[src/rtl/wb_regfile.sv]
// wb_regfile - MIPS-style writeback stage plus 31 x 32-bit register file.
//
// Writeback mux selects load data or the ALU result. That value is written to
// register RDaddr_i on a rising clk_i when RegWrite_i=1 and RDaddr_i!=0.
// Register 0 has no storage and always reads zero. The block also counts
// committed writes.
//
// Optional feature, selected by defining the macro WB_BYPASS_EN:
//   When defined, a read port whose index matches the register being written
//   in the same cycle returns the writeback value combinationally.
//   When undefined, read ports return stored contents only.
//
// Ports
//   clk_i        in   1      pipeline clock, rising edge
//   rst_i        in   1      asynchronous active-low reset
//   RegWrite_i   in   1      writeback enable
//   MemToReg_i   in   1      1 = ReadData_i, 0 = ALUResult_i
//   ReadData_i   in   32     load data
//   ALUResult_i  in   32     ALU result
//   RDaddr_i     in   5      destination register index
//   RSaddr_i     in   5      read port A index
//   RTaddr_i     in   5      read port B index
//   RSdata_o     out  32     read port A data
//   RTdata_o     out  32     read port B data
//   WBdata_o     out  32     selected writeback value (forwarding)
//   WBcount_o    out  CNT_W  committed-write counter, wraps silently
module wb_regfile #(
  parameter int unsigned CNT_W = 32
) (
  input  logic             clk_i,
  input  logic             rst_i,
  input  logic             RegWrite_i,
  input  logic             MemToReg_i,
  input  logic [31:0]      ReadData_i,
  input  logic [31:0]      ALUResult_i,
  input  logic [4:0]       RDaddr_i,
  input  logic [4:0]       RSaddr_i,
  input  logic [4:0]       RTaddr_i,
  output logic [31:0]      RSdata_o,
  output logic [31:0]      RTdata_o,
  output logic [31:0]      WBdata_o,
  output logic [CNT_W-1:0] WBcount_o
);

  logic [31:0]      regs [1:31];
  logic [CNT_W-1:0] cnt;
  logic             wr_en;

  assign WBdata_o  = MemToReg_i ? ReadData_i : ALUResult_i;
  assign wr_en     = RegWrite_i && (RDaddr_i != 5'd0);
  assign WBcount_o = cnt;

  always_ff @(posedge clk_i or negedge rst_i) begin
    if (!rst_i) begin
      regs <= '{default: '0};
      cnt  <= '0;
    end else if (wr_en) begin
      regs[RDaddr_i] <= WBdata_o;
      cnt            <= cnt + CNT_W'(1);
    end
  end

  // Read port A. Output is forced to zero while reset is held, so the bypass
  // path cannot leak the writeback value during reset.
  always_comb begin
    RSdata_o = '0;
    if (rst_i && (RSaddr_i != 5'd0)) begin
`ifdef WB_BYPASS_EN
      if (wr_en && (RSaddr_i == RDaddr_i))
        RSdata_o = WBdata_o;
      else
        RSdata_o = regs[RSaddr_i];
`else
      RSdata_o = regs[RSaddr_i];
`endif
    end
  end

  // Read port B. Same behaviour as port A.
  always_comb begin
    RTdata_o = '0;
    if (rst_i && (RTaddr_i != 5'd0)) begin
`ifdef WB_BYPASS_EN
      if (wr_en && (RTaddr_i == RDaddr_i))
        RTdata_o = WBdata_o;
      else
        RTdata_o = regs[RTaddr_i];
`else
      RTdata_o = regs[RTaddr_i];
`endif
    end
  end

endmodule

[config.mk]
export PLATFORM = sky130hd
export DESIGN_NAME = wb_regfile
export DESIGN_NICKNAME = d
export VERILOG_FILES = /design/src/rtl/wb_regfile.sv
export SDC_FILE = /design/constraint.sdc
export NUM_CORES = 2
export LEC_CHECK = 0
export BUFFER_PORTS_ARGS = -buffer_cell sky130_fd_sc_hd__buf_2
export CORE_MARGIN = 3
export CORE_UTILIZATION = 55
export CTS_CLUSTER_DIAMETER = 100
export DETAILED_ROUTE_END_ITERATION = 8
export PLACE_DENSITY = 0.71
export RECOVER_POWER = 50
export SLEW_MARGIN = 30
export SYNTH_ARGS = -nofsm -noshare
export SYNTH_HDL_FRONTEND = slang
export SYNTH_SLANG_ARGS = --single-unit
export TNS_END_PERCENT = 20
[constraint.sdc]
create_clock -name clk_i -period 6.75 [get_ports clk_i]
set_input_delay 1.6875 -clock clk_i [delete_from_list [all_inputs] [get_ports clk_i]]
set_output_delay 1.6875 -clock clk_i [all_outputs]
set_load 0.005 [all_outputs]
==> results_dict.tcl <==
set metrics [dict create \
    status "finished with violations" \
    violations "max-capacitance violations, max-slew violations" \
    synth-seq-cells 1024 \
    multi_input_area_um2 25200 \
    finalSetupViolations 0 \
    cts.sinks 1024 \
    worstMarginPinSlew_ns 4.580 \
    clockBufferDepth 3 \
    die_area_um2 100000 \
    grt_pass1_wl_mm 265.5 \
    r2r_slack_ns 3.88 \
    dp_hpwl_mm 109.6 \
    grt_max_degree 181 \
    period_needed_ns 6.257 \
    min_path_cells 1 \
    drv_slew 1753 \
    cp_max_fo 29 \
    stdcell_area_um2 58900 \
    grt_pass1_vias 41190 \
    ys_types 62 \
    synth_nets 5097 \
    fin_skew_ns 0.01022 \
    track_usage 0.3572 \
    fin_nets 5075 \
    antenna_left 0 \
    ctsHtreeMaxLevel 3 \
    first_pass_iters 6 \
    postSynthCellCount 5013 \
    synth_flop_cell "dfrtp_1" \
    overflow 0 \
    ctsResizeCount 0 \
    finalSetupTns_ns 0 \
    vias_per_cell 6.739 \
    coreArea_um2 95290 \
    regArea_um2 25620 \
    critPathArrivalTime_ns 4.57 \
    pin_count 211 \
    rr_worst_depth 5 \
    yosysSeqAreaShare 0.4839 \
    ys_warn_count 0 \
    final_util 0.6180 \
    syn2layout_area_growth_pct 11.23 \
    irDropWorstVdd_v 0.0002616 \
    r2r-start "WBcount_o[0]" \
    path_class "primary input to primary output" \
    clock_latency_ns 0.69 \
    rsz0062_at_grt "no" \
    post_cts_buffers 0 \
    cap_violations 35 \
    drt-initial-drc-count 5695 \
    syn_area_um2 52950 \
    place_congestion 0.9097 \
    hold_path.class "flip-flop to flip-flop" \
    root_buffer "clkbuf_16" \
    vias 42780 \
    clock.fmax_mhz 159.8 \
    synth_area_leaders "dfrtp_1 (48%), mux4_2 (13%), mux2i_1 (8.1%), o21ai_0 (5.3%), a21oi_1 (4.9%)" \
    nFillCells 7671 \
    drive_gt1_frac 0.1746 \
    yosysTopAreaCell "dfrtp_1" \
    powerDensity_nw_per_um2 320.4 \
    fin_crit_sh 0.9270 \
    antenna_found_initial 6 \
    holdPathEnd "WBcount_o[31]" \
    portBuffers 210 \
    die_w_um 316.3 \
    required_ns 5.06 \
    cts_tree "yes" \
    clkTransAtPathRegs_ns 0.06 \
    cellLeakagePower_nw 25.80 \
    r2r_end "WBcount_o[30]" \
    drc_errors 0 \
    hp-start "WBcount_o[31]" \
    end_kind "primary output" \
    placementRows 113 \
    die_h_um 316.3 \
    postCtsHoldBufs 0 \
    postRouteWirelength_mm 178.7 \
    finalHoldViolCount 0 \
    avgRoutedWirePerCell_um 28.15 \
    synthArstFlopShare 1.000 \
    syn_avg_cell_area_um2 10.56 \
    synth-edff-count 0 \
    start_util 0.5557 \
    cts_buffers 108 \
    cp-start-kind "primary input" \
    synth_top_area_share 0.4839 \
    slew_headroom -2.054 \
    postPlaceCellArea_um2 55360 \
]
==> cell type report <==
class,count,area share
inverters,37,0.002358
repair buffers,367,0.04291
diodes,4,0.0001700
flip-flops and latches,1024,0.4351
well taps,1265,0.02687
clock buffers,159,0.05553
clock inverters,39,0.009263
multi-input cells,3453,0.4278
==> synth_stat cells (3+ instances only) <==
| library cell | instances |
|---|---|
| a31o_2 | 6 |
| a21o_1 | 25 |
| inv_2 | 3 |
| o2bb2ai_1 | 28 |
| nand2b_1 | 3 |
| clkbuf_1 | 275 |
| o211ai_1 | 31 |
| inv_1 | 34 |
| dfrtp_1 | 1024 |
| mux2_2 | 7 |
| a221oi_1 | 9 |
| mux2i_1 | 428 |
| and3_1 | 9 |
| o31a_1 | 6 |
| a211oi_1 | 28 |
| nand4_1 | 10 |
| nor2b_1 | 3 |
| and4_1 | 3 |
| nor2_2 | 11 |
| o21ai_0 | 561 |
| nor2_1 | 564 |
| buf_1 | 9 |
| o21a_1 | 6 |
| buf_2 | 173 |
| a2111oi_0 | 25 |
| o22ai_1 | 125 |
| nand3b_1 | 4 |
| xnor2_1 | 27 |
| o31ai_1 | 3 |
| buf_4 | 21 |
| nor2_4 | 5 |
| nand3_1 | 17 |
| xor2_1 | 4 |
| mux4_2 | 300 |
| nor3b_1 | 4 |
| nand2_1 | 516 |
| a21oi_1 | 516 |
| a22oi_1 | 88 |
| a221o_1 | 28 |
| a22o_1 | 29 |
| buf_6 | 19 |
==> report_power, final <==
group | leakage [nW] | internal (mW) | switching (mW)
sequential | 12.8 | 7.49 | 1.07
combinational | 11.1 | 1.88 | 2.03
clock | 1.87 | 3.84 | 2.56
total | 25.8 | 13.2 | 5.67
==> critical path: stages <==
cell and delay (ns):
buf_4 0.28, nand2_2 0.50, buf_4 0.41, o22ai_1 0.14, a2111oi_0 0.78, o21ai_0 0.27
a21o_1 0.30, buf_2 0.15
==> cells in the final DEF (no fill, tap or decap), drive strengths merged, types with 9 or more instances in the layout <==
cell / n
dfrtp: 1024
nor2: 580
o21ai: 562
a21oi: 516
nand2: 516
mux2i: 428
buf: 317
mux4: 300
clkbuf: 209
o22ai: 125
a22oi: 88
inv: 38
o211ai: 31
a22o: 29
o2bb2ai: 28
a211oi: 28
a221o: 28
xnor2: 27
a2111oi: 25
a21o: 25
clkinv: 18
nand3: 17
bufinv: 13
nand4: 11
and3: 9
a221oi: 9
==> per-stage QoR <==
stage / instances / worst slack, ns / hold slack [ns] / total power, mW
CTS: 6343 / 0.7010 / 0.4899 / 18.81
global route: 6344 / 0.4881 / 0.5166 / 19.71
global placement: 6140 / 0.6292 / 0.4551 / 12.24
finish: 6348 / 0.4928 / 0.4874 / 18.87
floorplan: 5013 / 1.840 / 0.4609 / 11.07
detailed placement: 6145 / 0.7389 / 0.4792 / 12.44
==> cells by family after synthesis <==
family | Yosys count | synth area share
xor gates and xnor gates | 31 | 0.005128
buffers and inverters | 536 | 0.04650
DFF | 1024 | 0.4839
adders and majority gates | 1 | 0.0002363
muxes | 735 | 0.2100
AOI/OAI and AO/OA | 1517 | 0.1650
and+or+nand+nor | 1169 | 0.08925
==> worst max path at each step <==
stage	startpoint	end	slack, ns
floorplan	RTaddr_i[1]	RTdata_o[11]	1.84
global placement	rst_i	RTdata_o[22]	0.63
detailed placement	RSaddr_i[2]	RSdata_o[0]	0.74
CTS	RSaddr_i[2]	RSdata_o[0]	0.70
global route	rst_i	regs[154]	0.49
finish	RSaddr_i[2]	RSdata_o[0]	0.49
==> layer usage <==
layer  vias up  wire length [um]  global-route usage
li1      18120                 -                   -
met1     21400             68810              0.4956
met2      2734             75600              0.5029
met3       522             25850              0.1376
met4         2              8417              0.1547
met5         -                13                   0
==> registers in the layout, indices dropped and copies added (netlist names) <==
register	flops
regs	992
WBcount_o	32
No activity file was read; power rests on OpenSTA's default activity.
